<file path="src/rtl/spi_image_loader_pkg.sv">
`default_nettype none
// ============================================================================
// Module      : spi_image_loader_pkg
// Description : Shared types and constants for the SPI image loader:
//               loader FSM state encoding, header length and the depth of
//               the SPI input synchronizers.
// Revision    : 1.0 - initial release
// ============================================================================
package spi_image_loader_pkg;

    typedef enum logic [2:0] {
        ST_IDLE    = 3'd0,
        ST_REQUEST = 3'd1,
        ST_HEADER  = 3'd2,
        ST_PIXELS  = 3'd3,
        ST_DONE    = 3'd4,
        ST_ERROR   = 3'd5
    } loader_state_t;

    localparam int HEADER_BYTES    = 4;
    localparam int SPI_SYNC_STAGES = 2;

endpackage : spi_image_loader_pkg
`default_nettype wire

</file>
<file path="src/rtl/spi_byte_rx.sv">
`default_nettype none
// ============================================================================
// Module      : spi_byte_rx
// Description : SPI mode-0 (MSB first) byte receiver, oversampled in the
//               system clock domain. Synchronizes SCLK/MOSI/CS, detects
//               SCLK edges, assembles bytes and echoes the previously
//               received byte on MISO.
// Revision    : 1.0 - initial release
// Ports       :
//   clk          in   system clock
//   rst_n        in   asynchronous active-low reset
//   i_spi_clk    in   raw SPI clock (idle low)
//   i_spi_mosi   in   raw SPI data in
//   i_spi_cs     in   raw chip select, active low
//   i_clear      in   starts a new session: loopback data returns to 0x00
//   o_spi_miso   out  loopback data, changes on synchronized SCLK falls
//   o_byte_valid out  one-cycle strobe when a full byte has been received
//   o_rx_byte    out  last completed byte
// ============================================================================
module spi_byte_rx
    import spi_image_loader_pkg::*;
(
    input  logic       clk,
    input  logic       rst_n,
    input  logic       i_spi_clk,
    input  logic       i_spi_mosi,
    input  logic       i_spi_cs,
    input  logic       i_clear,
    output logic       o_spi_miso,
    output logic       o_byte_valid,
    output logic [7:0] o_rx_byte
);

    logic [SPI_SYNC_STAGES-1:0] r_clk_sync;
    logic [SPI_SYNC_STAGES-1:0] r_mosi_sync;
    logic [SPI_SYNC_STAGES-1:0] r_cs_sync;
    logic                       r_clk_prev;
    logic [2:0]                 r_bit_cnt;
    logic [7:0]                 r_rx_shift;
    logic [7:0]                 r_rx_byte;
    logic [7:0]                 r_tx_shift;
    logic                       r_miso;
    logic                       r_byte_valid;

    logic       w_sclk;
    logic       w_mosi;
    logic       w_cs_n;
    logic       w_rise;
    logic       w_fall;
    logic       w_last_bit;
    logic [7:0] w_rx_next;

    assign w_sclk     = r_clk_sync[SPI_SYNC_STAGES-1];
    assign w_mosi     = r_mosi_sync[SPI_SYNC_STAGES-1];
    assign w_cs_n     = r_cs_sync[SPI_SYNC_STAGES-1];
    assign w_rise     = w_sclk & ~r_clk_prev;
    assign w_fall     = ~w_sclk & r_clk_prev;
    assign w_rx_next  = {r_rx_shift[6:0], w_mosi};
    assign w_last_bit = ~w_cs_n & w_rise & (r_bit_cnt == 3'd7);

    always_ff @(posedge clk or negedge rst_n) begin
        if (!rst_n) begin
            r_clk_sync   <= '0;
            r_mosi_sync  <= '0;
            r_cs_sync    <= '1;   // deselected until the pin is sampled
            r_clk_prev   <= 1'b0;
            r_bit_cnt    <= 3'd0;
            r_rx_shift   <= 8'h00;
            r_rx_byte    <= 8'h00;
            r_tx_shift   <= 8'h00;
            r_miso       <= 1'b0;
            r_byte_valid <= 1'b0;
        end else begin
            r_clk_sync   <= {r_clk_sync[SPI_SYNC_STAGES-2:0], i_spi_clk};
            r_mosi_sync  <= {r_mosi_sync[SPI_SYNC_STAGES-2:0], i_spi_mosi};
            r_cs_sync    <= {r_cs_sync[SPI_SYNC_STAGES-2:0], i_spi_cs};
            r_clk_prev   <= w_sclk;
            r_byte_valid <= 1'b0;

            // Deselect drops any partially shifted bits; the counter
            // wraps to zero by itself after the eighth bit.
            if (w_cs_n) begin
                r_bit_cnt <= 3'd0;
            end else if (w_rise) begin
                r_rx_shift <= w_rx_next;
                r_bit_cnt  <= r_bit_cnt + 3'd1;
                if (r_bit_cnt == 3'd7) begin
                    r_byte_valid <= 1'b1;
                    r_rx_byte    <= w_rx_next;
                end
            end

            // The completed byte is loaded for echo; its MSB appears on
            // the falling edge that follows the eighth rising edge, ahead
            // of the first sample of the next byte.
            if (i_clear) begin
                r_tx_shift <= 8'h00;
                r_miso     <= 1'b0;
            end else if (w_last_bit) begin
                r_tx_shift <= w_rx_next;
            end else if (!w_cs_n && w_fall) begin
                r_miso     <= r_tx_shift[7];
                r_tx_shift <= {r_tx_shift[6:0], 1'b0};
            end
        end
    end

    assign o_spi_miso   = r_miso;
    assign o_byte_valid = r_byte_valid;
    assign o_rx_byte    = r_rx_byte;

endmodule : spi_byte_rx
`default_nettype wire

</file>
<file path="src/rtl/spi_image_loader.sv">
`default_nettype none
// ============================================================================
// Module      : spi_image_loader
// Description : Receives one grayscale image over SPI, parses the 4-byte
//               size header (w_hi, w_lo, h_hi, h_lo) and streams pixel
//               bytes into the image SRAM write port in raster order.
// Revision    : 1.0 - initial release
// Ports       :
//   clk, rst_n             system clock, asynchronous active-low reset
//   SPI_CLK/MOSI/CS/MISO   SPI slave pins (mode 0, CS active low)
//   start                  one-cycle pulse arming a new image load
//   request_flag           high while awaiting or accepting a frame
//   wr_en/wr_addr/wr_data  SRAM write port, one strobe per pixel
//   true_w_out/true_h_out  received image width / height
//   done                   level, last pixel written, cleared by start
//   err                    level, header out of range, cleared by start
// ============================================================================
module spi_image_loader
    import spi_image_loader_pkg::*;
#(
    parameter int IMAGEX           = 256,
    parameter int IMAGEY           = 256,
    parameter int IMAGE_ADDR_WIDTH = 16,
    parameter int RGB_SIZE         = 8
) (
    input  logic                        clk,
    input  logic                        rst_n,
    input  logic                        SPI_CLK,
    input  logic                        SPI_MOSI,
    input  logic                        SPI_CS,
    output logic                        SPI_MISO,
    input  logic                        start,
    output logic                        request_flag,
    output logic                        wr_en,
    output logic [IMAGE_ADDR_WIDTH-1:0] wr_addr,
    output logic [RGB_SIZE-1:0]         wr_data,
    output logic [8:0]                  true_w_out,
    output logic [8:0]                  true_h_out,
    output logic                        done,
    output logic                        err
);

    localparam logic [8:0] c_MAX_W = 9'(IMAGEX);
    localparam logic [8:0] c_MAX_H = 9'(IMAGEY);
    localparam logic [1:0] c_LAST_HDR = 2'(HEADER_BYTES - 1);
    localparam logic [IMAGE_ADDR_WIDTH-1:0] c_ADDR_ONE =
        {{(IMAGE_ADDR_WIDTH-1){1'b0}}, 1'b1};
    localparam logic [IMAGE_ADDR_WIDTH:0] c_REM_ONE =
        {{IMAGE_ADDR_WIDTH{1'b0}}, 1'b1};

    logic       w_byte_valid;
    logic [7:0] w_rx_byte;

    spi_byte_rx u_rx (
        .clk          (clk),
        .rst_n        (rst_n),
        .i_spi_clk    (SPI_CLK),
        .i_spi_mosi   (SPI_MOSI),
        .i_spi_cs     (SPI_CS),
        .i_clear      (start),
        .o_spi_miso   (SPI_MISO),
        .o_byte_valid (w_byte_valid),
        .o_rx_byte    (w_rx_byte)
    );

    loader_state_t               r_state,     w_state_nxt;
    logic [1:0]                  r_hdr_cnt,   w_hdr_cnt_nxt;
    logic                        r_w_hi,      w_w_hi_nxt;
    logic                        r_h_hi,      w_h_hi_nxt;
    logic [8:0]                  r_w,         w_w_nxt;
    logic [8:0]                  r_h,         w_h_nxt;
    logic [IMAGE_ADDR_WIDTH-1:0] r_addr,      w_addr_nxt;
    logic [IMAGE_ADDR_WIDTH:0]   r_remaining, w_remaining_nxt;
    logic                        r_wr_en,     w_wr_en_nxt;
    logic [IMAGE_ADDR_WIDTH-1:0] r_wr_addr,   w_wr_addr_nxt;
    logic [RGB_SIZE-1:0]         r_wr_data,   w_wr_data_nxt;
    logic                        r_done,      w_done_nxt;
    logic                        r_err,       w_err_nxt;

    logic [8:0]  w_h_cand;
    logic [17:0] w_product;
    logic        w_hdr_bad;

    // Height candidate formed while its low byte is on the bus, so the
    // range check and pixel count are ready in the same cycle.
    assign w_h_cand  = {r_h_hi, w_rx_byte};
    assign w_product = {9'd0, r_w} * {9'd0, w_h_cand};
    assign w_hdr_bad = (r_w == 9'd0) || (w_h_cand == 9'd0) ||
                       (r_w > c_MAX_W) || (w_h_cand > c_MAX_H);

    always_ff @(posedge clk or negedge rst_n) begin
        if (!rst_n) begin
            r_state     <= ST_IDLE;
            r_hdr_cnt   <= 2'd0;
            r_w_hi      <= 1'b0;
            r_h_hi      <= 1'b0;
            r_w         <= 9'd0;
            r_h         <= 9'd0;
            r_addr      <= '0;
            r_remaining <= '0;
            r_wr_en     <= 1'b0;
            r_wr_addr   <= '0;
            r_wr_data   <= '0;
            r_done      <= 1'b0;
            r_err       <= 1'b0;
        end else begin
            r_state     <= w_state_nxt;
            r_hdr_cnt   <= w_hdr_cnt_nxt;
            r_w_hi      <= w_w_hi_nxt;
            r_h_hi      <= w_h_hi_nxt;
            r_w         <= w_w_nxt;
            r_h         <= w_h_nxt;
            r_addr      <= w_addr_nxt;
            r_remaining <= w_remaining_nxt;
            r_wr_en     <= w_wr_en_nxt;
            r_wr_addr   <= w_wr_addr_nxt;
            r_wr_data   <= w_wr_data_nxt;
            r_done      <= w_done_nxt;
            r_err       <= w_err_nxt;
        end
    end

    always_comb begin
        w_state_nxt     = r_state;
        w_hdr_cnt_nxt   = r_hdr_cnt;
        w_w_hi_nxt      = r_w_hi;
        w_h_hi_nxt      = r_h_hi;
        w_w_nxt         = r_w;
        w_h_nxt         = r_h;
        w_addr_nxt      = r_addr;
        w_remaining_nxt = r_remaining;
        w_wr_en_nxt     = 1'b0;
        w_wr_addr_nxt   = r_wr_addr;
        w_wr_data_nxt   = r_wr_data;
        // Status levels trail the state by one cycle, so done rises the
        // cycle after the final write strobe.
        w_done_nxt      = (r_state == ST_DONE);
        w_err_nxt       = (r_state == ST_ERROR);

        if (start) begin
            // A start from any state re-arms; SRAM contents are untouched.
            w_state_nxt   = ST_REQUEST;
            w_hdr_cnt_nxt = 2'd0;
            w_w_hi_nxt    = 1'b0;
            w_h_hi_nxt    = 1'b0;
            w_w_nxt       = 9'd0;
            w_h_nxt       = 9'd0;
            w_done_nxt    = 1'b0;
            w_err_nxt     = 1'b0;
        end else begin
            case (r_state)
                ST_REQUEST: begin
                    if (w_byte_valid) begin
                        w_w_hi_nxt    = w_rx_byte[0];
                        w_hdr_cnt_nxt = 2'd1;
                        w_state_nxt   = ST_HEADER;
                    end
                end
                ST_HEADER: begin
                    if (w_byte_valid) begin
                        w_hdr_cnt_nxt = r_hdr_cnt + 2'd1;
                        if (r_hdr_cnt == 2'd1) begin
                            w_w_nxt = {r_w_hi, w_rx_byte};
                        end else if (r_hdr_cnt == 2'd2) begin
                            w_h_hi_nxt = w_rx_byte[0];
                        end else if (r_hdr_cnt == c_LAST_HDR) begin
                            w_h_nxt = w_h_cand;
                            if (w_hdr_bad) begin
                                w_state_nxt = ST_ERROR;
                            end else begin
                                w_state_nxt     = ST_PIXELS;
                                w_addr_nxt      = '0;
                                w_remaining_nxt = w_product[IMAGE_ADDR_WIDTH:0];
                            end
                        end
                    end
                end
                ST_PIXELS: begin
                    if (w_byte_valid) begin
                        w_wr_en_nxt     = 1'b1;
                        w_wr_addr_nxt   = r_addr;
                        w_wr_data_nxt   = RGB_SIZE'(w_rx_byte);
                        w_addr_nxt      = r_addr + c_ADDR_ONE;
                        w_remaining_nxt = r_remaining - c_REM_ONE;
                        if (r_remaining == c_REM_ONE) begin
                            w_state_nxt = ST_DONE;
                        end
                    end
                end
                default: ;
            endcase
        end
    end

    assign request_flag = (r_state == ST_REQUEST) || (r_state == ST_HEADER) ||
                          (r_state == ST_PIXELS);
    assign wr_en        = r_wr_en;
    assign wr_addr      = r_wr_addr;
    assign wr_data      = r_wr_data;
    assign true_w_out   = r_w;
    assign true_h_out   = r_h;
    assign done         = r_done;
    assign err          = r_err;

endmodule : spi_image_loader
`default_nettype wire
</file>
<file path="config.mk">
export PLATFORM = sky130hd
export DESIGN_NAME = spi_image_loader
export DESIGN_NICKNAME = d
export VERILOG_FILES = /design/src/rtl/spi_image_loader_pkg.sv /design/src/rtl/spi_byte_rx.sv /design/src/rtl/spi_image_loader.sv
export SDC_FILE = /design/constraint.sdc
export NUM_CORES = 1
export LEC_CHECK = 0
export ABC_AREA = 0
export BUFFER_PORTS_ARGS = -buffer_cell sky130_fd_sc_hd__buf_2
export CAP_MARGIN = 10
export CORE_UTILIZATION = 56
export CTS_BUF_LIST = sky130_fd_sc_hd__clkbuf_8
export DETAILED_ROUTE_END_ITERATION = 6
export PLACE_DENSITY = 0.79
export SKIP_CTS_REPAIR_TIMING = 1
export SLEW_MARGIN = 20
export SYNTH_ARGS = -nofsm -noshare
export SYNTH_HDL_FRONTEND = slang
export SYNTH_HIERARCHICAL = 1
export SYNTH_SLANG_ARGS = --single-unit
</file>
<file path="constraint.sdc">
create_clock -name clk -period 5.1 [get_ports clk]
set_input_delay 0.765 -clock clk [delete_from_list [all_inputs] [get_ports clk]]
set_output_delay 0.765 -clock clk [all_outputs]
set_load 0.05 [all_outputs]
</file>
## Word level (Yosys, flattened, before mapping)

Cells that the tools add are included.

- Bits in registers: 120
- Input port bits: 6
- Output and inout bits: 47
- Word-level logic and storage cells: 158

- $add $sub $neg: 4
- $mul: 1
- Order comparisons: 2
- Eq/ne operators: 26
- Muxes and demuxes: 62
- Bitwise logic cells: 8
- Reduce and logical (&&, ||, !) cells: 32

Operator list:

| cell | count |
|---|---|
| $mux 17 | 6 |
| $mux 16 | 6 |
| $mux 9 | 10 |
| $pmux 17 s2 | 1 |
| $mux 3 | 11 |
| $pmux 16 s2 | 1 |
| $mux 8 | 3 |
| $mux 1 | 19 |
| $gt 9x9->1 const B | 2 |
| $logic_not 9->1 | 2 |
| $reduce_bool 2->1 | 9 |
| $eq 17x1->1 const B | 1 |
| $mul 9x9->17 | 1 |
| $sub 17x1->17 const B | 1 |
| $add 16x1->16 const B | 1 |
| $reduce_and 8->1 | 2 |
| $ne 2x2->1 const B | 7 |
| $ne 3x3->1 const B | 4 |
| $reduce_and 3->1 | 4 |
| $eq 3x3->1 const B | 3 |
| $ne 3x2->1 const B | 3 |
| $pmux 3 s3 | 1 |
| $eq 3x2->1 const B | 2 |
| $mux 2 | 3 |
| other kinds (17) | 32 |

## Longest topological paths before layout

Gate-level depths: netlist (run 1).

- Depth in word-level cells: 11
- Gate-level depth with buffers: 18
- Depth with buffers taken out: 17

## Hierarchy

The synthesis (run 1) kept the hierarchy.

Modules (own cells, without submodules):

| module | instances | cells each | area each (um^2) | seq. area each (um^2) |
|---|---|---|---|---|
| spi_image_loader | 1 | 797 | 6695.2 | 2127.0 |
| spi_byte_rx | 1 | 85 | 1355.0 | 878.3 |

## Worst setup path before layout (run 1)

No wires, ideal clock.

- Kind: reg2reg
- Start point: register r_w[0], in the netlist true_w_out[0]
- End point: register r_remaining[12]
- Setup time: 104 ps
- Data arrival time: 4460 ps
- Data required time: 4996 ps
- Path slack: 536 ps
- Stages on the path, launching flop included: 17
- Path buffers: 1
- Clock period less this slack: 4564 ps
- Cell sequence: dfrtp_1 -> clkbuf_1 -> nand2_1 -> fa_1 -> fa_1 -> inv_1 -> fa_1 -> inv_1 -> fa_1 -> inv_1 -> ha_1 -> o21a_1 -> o31ai_1 -> a21oi_1 -> o22ai_1 -> xor2_1 -> a221oi_1

- Longest elaborated chain between the ends: 7
- Elaborated cells on any way between the ends: 14
- Classes of those cells: mul: 1; order compare: 1; eq/ne: 1; mux: 6; reduce/logical: 5

Ends and longest elaborated chain:

| element | RTL line | RTL |
|---|---|---|
| from (decl) | spi_image_loader.sv:70 | `logic [8:0] r_w, w_w_nxt;` |
| from (signal assigned) | spi_image_loader.sv:111 | `r_w <= w_w_nxt;` |
| $mul 9x9->17 | spi_image_loader.sv:87 | `assign w_product = {9'd0, r_w} * {9'd0, w_h_cand};` |
| $mux 17 | spi_image_loader.sv:168 | `if (w_hdr_bad) begin` |
| $mux 17 | spi_image_loader.sv:166 | `end else if (r_hdr_cnt == c_LAST_HDR) begin` |
| $mux 17 | spi_image_loader.sv:164 | `end else if (r_hdr_cnt == 2'd2) begin` |
| $mux 17 | spi_image_loader.sv:162 | `if (r_hdr_cnt == 2'd1) begin` |
| $mux 17 | spi_image_loader.sv:160 | `if (w_byte_valid) begin` |
| $pmux 17 s2 | spi_image_loader.sv:151 | `case (r_state)` |
| to (signal assigned) | spi_image_loader.sv:114 | `r_remaining <= w_remaining_nxt;` |
| to (decl) | spi_image_loader.sv:73 | `logic [IMAGE_ADDR_WIDTH:0] r_remaining, w_remaining_nxt;` |

Several ways; a longest one is shown, not always the timed one. The select of a mux whose other input is x is not followed.
A chain may end at the register's enable or synchronous reset.

## Worst setup path after layout (run 1)

- Start point: register u_rx.r_rx_byte[2], in the netlist u_rx/o_rx_byte[2]
- End point: register r_remaining[12]

- Longest elaborated chain between the ends: 7
- Elaborated cells on any way between the ends: 14
- Classes of those cells: mul: 1; order compare: 1; eq/ne: 1; mux: 6; reduce/logical: 5

Ends and longest elaborated chain:

| element | RTL line | RTL |
|---|---|---|
| from (decl) | spi_byte_rx.sv:40 | `logic [7:0] r_rx_byte;` |
| from (signal assigned) | spi_byte_rx.sv:89 | `r_rx_byte <= w_rx_next;` |
| $mul 9x9->17 | spi_image_loader.sv:87 |  |
| $mux 17 | spi_image_loader.sv:168 |  |
| $mux 17 | spi_image_loader.sv:166 |  |
| $mux 17 | spi_image_loader.sv:164 |  |
| $mux 17 | spi_image_loader.sv:162 |  |
| $mux 17 | spi_image_loader.sv:160 |  |
| $pmux 17 s2 | spi_image_loader.sv:151 |  |

Several ways; a longest one is shown, not always the timed one. The select of a mux whose other input is x is not followed.

==> results of run 1 <==
==> worst max-delay path: stages (launching register included) <==
cell and delay [ns]:
dfrtp_1 0.67, nand2_1 0.16, fa_1 0.55, inv_1 0.05, fa_1 0.49, inv_1 0.06, fa_1 0.47, fa_1 0.54
inv_1 0.04, ha_1 0.24, o31ai_1 0.51, a21oi_1 0.21, o22ai_1 0.19, xor2_1 0.10, a221oi_1 0.26
==> report_power, final <==
group / internal, µW / switching [µW]
logic: 23.4 / 32.5
registers: 978 / 27.6
clock network: 664 / 411
total: 1670 / 471
==> metal layers <==
metal / global-route usage / routed length, µm / up-vias
met3: 0.04494 / 830 / 28
met1: 0.3636 / 8220 / 3067
met4: 0.09877 / 257 / 0
met2: 0.4061 / 8348 / 181
met5: 0 / 0 / -
li1: - / - / 2994
==> flip-flops by register name (all words and copies together) (netlist names), 7 cells and up <==
signal and flops:
r_remaining 17, r_addr 16, wr_addr 16, true_h_out 9, true_w_out 9, u_rx/o_rx_byte 8
u_rx/r_tx_shift 8, wr_data 8, u_rx/r_rx_shift 7
==> per-stage QoR <==
step | utilization | setup WS (ns) | cell area, µm² | instances | power, µW
global placement | 0.6028 | 0.6131 | 8399 | 1073 | 1079
global route | 0.6388 | 0.1351 | 8901 | 1105 | 2211
detailed placement | 0.6028 | 0.4538 | 8399 | 1073 | 1081
finish | 0.6388 | 0.4370 | 8901 | 1105 | 2137
CTS | 0.6388 | 0.4356 | 8901 | 1105 | 2160
floorplan | - | 0.5364 | 8050 | 882 | 1044
==> final cells by class <==
| class | count | area [µm²] | area share |
|---|---|---|---|
| timing repair buffer | 63 | 345.3 | 0.03880 |
| tap | 180 | 225.2 | 0.02530 |
| inverter | 81 | 304.0 | 0.03416 |
| sequential | 120 | 3005 | 0.3376 |
| multi-input combinational | 629 | 4519 | 0.5077 |
| clock inverter | 13 | 240.2 | 0.02699 |
| clock buffer | 19 | 261.5 | 0.02938 |
==> cells by family after synthesis <==
| kind of cell | after synthesis | share of synthesized area |
|---|---|---|
| buffers and inverters | 133 | 0.06528 |
| adder cells (fa/ha/maj) | 93 | 0.1902 |
| AO/OA/AOI/OAI | 151 | 0.1153 |
| XOR/XNOR | 12 | 0.01306 |
| flip-flops | 120 | 0.3733 |
| AND/OR/NAND/NOR | 344 | 0.2044 |
| multiplexers | 29 | 0.03839 |
==> final timing paths <==
kind | cells past startpoint | slack, ns | to
min reg2reg | 0 | 0.35 | u_rx/r_clk_sync[1]
max reg2reg | 14 | 0.44 | r_remaining[12]
max in group asynchronous | 2 | 3.57 | wr_data[6]
max | 14 | 0.44 | r_remaining[12]
min | 0 | 0.35 | u_rx/r_clk_sync[1]
min in group asynchronous | 1 | 0.44 | wr_en
==> synthesized netlist by cell type, types with 7 or more instances <==
master,count,area [µm²]
o2bb2ai_1,8,70.07
nor4_1,9,56.30
ha_1,44,550.5
o21ai_0,39,195.2
nor2_1,48,180.2
xnor2_1,8,70.07
nand3_1,29,145.1
fa_1,49,980.9
and2_1,45,281.5
clkbuf_1,45,168.9
a21oi_1,51,255.2
a31oi_1,10,62.56
dfrtp_1,118,2953
a211oi_1,7,52.55
mux2_2,15,168.9
inv_1,80,300.3
nand2_1,155,581.8
mux2i_1,14,140.1
nor3_1,12,60.06
==> cells in the final DEF (no fill, tap or decap), drive strengths merged, types with 5 or more instances in the layout <==
master,instances
nand2,155
dfrtp,118
inv,83
buf,63
a21oi,51
fa,49
nor2,49
and2,45
ha,44
o21ai,40
nand3,29
clkbuf,19
mux2,15
mux2i,14
nor3,13
a31oi,10
nor4,9
xnor2,8
o2bb2ai,8
or3,8
a211oi,7
bufinv,6
o31ai,5
and3,5
or4,5
==> run metrics, run 1 <==
mean number of vias per cell 5.674; die height 121.9 µm; Global Route Usage Sum 0.2604; Core ar. about 14,000 µm²; DIE WIDTH 121.9 µm; Worst Skew about 0.012 ns; worst-margin pin slew ~0.95 ns; initial core utilization 0.5777; Net Count, Synth 981; Hold/Removal Path Class flop to flop; largest net degree at the start of global routing 78; post-detailed-routing wire length ~18 mm; clock sink total 120; RSZ-0062 raised after global routing false; CP Launch Type flop; critical path startpoint u_rx/o_rx_byte[2]; Crit Path Max Fanout 14; post-route ant nets 0; EDFF count, synth 0; antenna violations before repair 0; FP Rows 43; hpwl dp about 12 mm; Avg Inst Size Synth around 9 µm²; # H-tree levels 4; worst hold start u_rx/r_clk_sync[0]; Max VDD drop 0.2449 mV; CP Capture Type flop; final setup violation count 0; top_reg_cell synth dfrtp_1; Die Area between 10,000 and 15,000 µm²; pwr dens 240.0 nW/µm²; DR iter-0 viols approximately 500; Synth cell types 67; Worst R2R Start u_rx/o_rx_byte[2]; Final Cycle Share 0.9143; number of nets in the layout ~1,000; maximum clock frequency roughly 0.21 GHz; Clk pin slew, worst setup/hold paths ~0.07 ns; fill count roughly 1,100; Fin Hold WS roughly 0.35 ns; async set or reset register ratio after synthesis 1.000; Tmin final 4.663 ns; CTS buffer count 17; ANT cells 0; final hold violations 0; vias in the first global route ~6,000; sequential element share of the synthesized area 0.3733; Post-Synthesis Cell Area between 8000 and 9000 µm²; Worst EP required approximately 5.5 ns; post-synthesis cell count 882; Area Overhead vs Synth 10.57%; leak pwr 0.004507 µW; fraction of layout cells with a size suffix above 1 0.1362; Rel. slew slack 0.3654; Max Cap Viol 0; synthesized flop and latch total 120; grt ovf 0; Final Max Slew Viols 0; CTS tree yes; global-route wire length before repair ~30 mm; Port Buf Inserts 52; root buffer cell clkbuf_8; gp weighted congestion slightly below 0.9; Vias ~6,300; DRT Pass-1 Iters 4; Crit Path Class flop to flop; WP data arrival 5.01 ns; # IOs 53; clk_lat worst skew 0.46 ns; # DRC 0; clock buffer depth 2; Syn. warnings 6; drt wl/cell approximately 16 µm; sum of negative setup slack 0 ns; status finished clean
(Power assumes the default switching activity.)
==> run 2, diff against run 1 <==
--- a/config.mk
+++ b/config.mk
@@ -11,7 +11,7 @@
 export CORE_UTILIZATION = 56
 export CTS_BUF_LIST = sky130_fd_sc_hd__clkbuf_8
 export DETAILED_ROUTE_END_ITERATION = 6
-export PLACE_DENSITY = 0.79
+export PLACE_DENSITY = 0.75
 export SKIP_CTS_REPAIR_TIMING = 1
 export SLEW_MARGIN = 20
 export SYNTH_ARGS = -nofsm -noshare
==> constraint.sdc (replaced) <==
create_clock -name clk -period 4.9 [get_ports clk]
set_input_delay 0.735 -clock clk [delete_from_list [all_inputs] [get_ports clk]]
set_output_delay 0.735 -clock clk [all_outputs]
set_load 0.05 [all_outputs]
==> run metrics, run 2 (same netlist as run 1, synthesis figures left out) <==
die height 121.9 µm (unchanged); CP Capture Type flop (unchanged); grt ovf 0 (unchanged); Die Area 14,860 µm² (unchanged); Global Route Usage Sum 0.2561 (was 0.2604); clk_lat worst skew 0.44 ns (was 0.46 ns); # DRC 0 (unchanged); final setup violation count 0 (unchanged); r2r worst-path depth 14 (unchanged); Rel. slew slack 0.4463 (was 0.3654); RSZ-0062 raised after global routing false (unchanged); CP Launch Type flop (unchanged); Sw Pwr 483.6 µW (was 471.2 µW); Clk pin slew, worst setup/hold paths 0.07 ns (about the same); clock buffer depth 2 (unchanged); Top reg by flops r_remaining (unchanged); Port Buf Inserts 52 (unchanged); DIE WIDTH 121.9 µm (unchanged); Crit Path Max Fanout 14 (unchanged); max reg flops 17 (unchanged); most frequent cells in the layout 155 x nand2_1, 118 x dfrtp_1, 80 x inv_1, 51 x a21oi_1, 51 x buf_2 (unchanged); Final Max Slew Viols 0 (unchanged); CP endpoint r_remaining[12] (unchanged); mean number of vias per cell 5.641 (was 5.674); maximum clock frequency 0.2145 GHz (about the same); fill count 1,183 (was 1,144); Core ar. 13,930 µm² (unchanged); hpwl dp 12.56 mm (was 12.49 mm); Max VDD drop 0.3369 mV (was 0.2449 mV); vias in the first global route 5,847 (was 5,977); Hold/Removal Path Class input pin to asynchronous set/reset pin (was flop to flop); post-detailed-routing wire length 17.72 mm (was 17.66 mm); critical path startpoint u_rx/o_rx_byte[1] (was u_rx/o_rx_byte[2]); # H-tree levels 4 (unchanged); ANT cells 0 (unchanged); clock sink total 120 (unchanged); CTS tree yes (unchanged); Flop pwr share 0.510 (was 0.471); Vias 6,250 (was 6,270); Max Cap Viol 0 (unchanged); internal cell power 1578 µW (was 1665 µW); CTS buffer count 17 (unchanged); Worst R2R Start u_rx/o_rx_byte[1] (was u_rx/o_rx_byte[2]); switch share 0.2346 (was 0.2205); Worst Skew 0.01319 ns (was 0.01200 ns); worst-margin pin slew 0.8229 ns (was 0.9520 ns); gp weighted congestion 0.8612 (was 0.8845); # IOs 53 (unchanged); fraction of layout cells with a size suffix above 1 0.1401 (was 0.1362); logic gate share of total power 0.028 (was 0.026); largest net degree at the start of global routing 44 (was 78); r2r setup slk 0.24 ns (was 0.44 ns); drt wl/cell 16.00 µm (was 15.98 µm); DR iter-0 viols 486 (was 501); root buffer cell clkbuf_8 (unchanged); pwr dens 232.8 nW/µm² (was 240.0 nW/µm²); leak pwr 0.004490 µW (was 0.004507 µW); Final Cycle Share 0.9515 (was 0.9143); Clk pwr share 0.462 (was 0.503); sum of negative setup slack 0 ns (unchanged); DRT Pass-1 Iters 5 (was 4); FP Rows 43 (unchanged); post-route ant nets 0 (unchanged); Worst R2R End r_remaining[12] (unchanged); Tmin final 4.662 ns (was 4.663 ns); initial core utilization 0.5777 (unchanged); commonest non-fill, non-tap cell in the layout nand2_1 (unchanged); overall power 2061 µW (was 2137 µW); final hold violations 0 (unchanged); Crit Path Class flop to flop (unchanged); global-route wire length before repair 29.31 mm (was 29.75 mm); antenna violations before repair 0 (unchanged); Worst EP required 5.24 ns (was 5.45 ns); status finished clean (unchanged); number of nets in the layout 1,014 (was 1,011); WP data arrival 5.00 ns (was 5.01 ns); Area Overhead vs Synth 9.963% (was 10.57%)
[run 2: cell count changes in the layout (fill, tap and decap cells not counted)]
cell	before	now
buf_4	12	15
a21o_1	2	1
bufinv_16	6	3
a21o_2	0	1
clkinv_2	0	2
clkinvlp_4	1	2
[run 2: power by group through the flow]
stage,clock (µW),sequential [µW],combinational (µW)
floorplan,0,1050,32.9
global placement,0,1070,58.9
detailed placement,0,1070,60.2
CTS,975,1050,60.3
global route,1020,1050,65.6
finish,952,1050,58.2
[run 2: per-stage QoR]
stage | area, µm² | util | setup slack (ns) | hold WS, ns | instances
after floorplan | 8050 | - | 0.3364 | 0.3312 | 882
after global placement | 8422 | 0.6044 | 0.3187 | 0.3335 | 1076
after detailed placement | 8422 | 0.6044 | 0.2773 | 0.3356 | 1076
after CTS | 8851 | 0.6352 | 0.2595 | 0.2509 | 1108
after global routing | 8852 | 0.6353 | 0.06877 | 0.2629 | 1108
final | 8852 | 0.6353 | 0.2378 | 0.2429 | 1108
[run 2: cell type report]
cell class / count / area, µm² / area share
clock buffers: 19 / 261.5 / 0.02954
clock inverters: 13 / 167.7 / 0.01894
inverters: 81 / 304.0 / 0.03435
multi-input cells: 629 / 4521 / 0.5107
flip-flops and latches: 120 / 3005 / 0.3395
well taps: 180 / 225.2 / 0.02544
repair buffers: 66 / 367.9 / 0.04155
[run 2: worst min path at each step]
stage | endpoint | slack [ns]
after detailed placement | u_rx/r_mosi_sync[1] | 0.34
after CTS | wr_en | 0.25
after global routing | wr_en | 0.26
after floorplan | u_rx/r_clk_sync[1] | 0.33
after global placement | u_rx/r_clk_sync[1] | 0.33
final | wr_en | 0.24
[run 2: per-layer routing]
layer / up-vias / global-route usage / wire length [µm]
met4: 0 / 0.09645 / 405
met1: 3038 / 0.3601 / 8282
met2: 176 / 0.3934 / 8148
met3: 31 / 0.04869 / 887
li1: 3005 / - / -
met5: - / 0 / 0
[run 2: worst max-delay path, cell delays in order, from the launching register on]
cell      delay (ns)
dfrtp_1         0.70
nand2_1         0.15
fa_1            0.52
inv_1           0.05
fa_1            0.50
inv_1           0.05
fa_1            0.46
fa_1            0.55
inv_1           0.04
ha_1            0.24
o31ai_1         0.52
a21oi_1         0.21
o22ai_1         0.20
xor2_1          0.10
a221oi_1        0.28
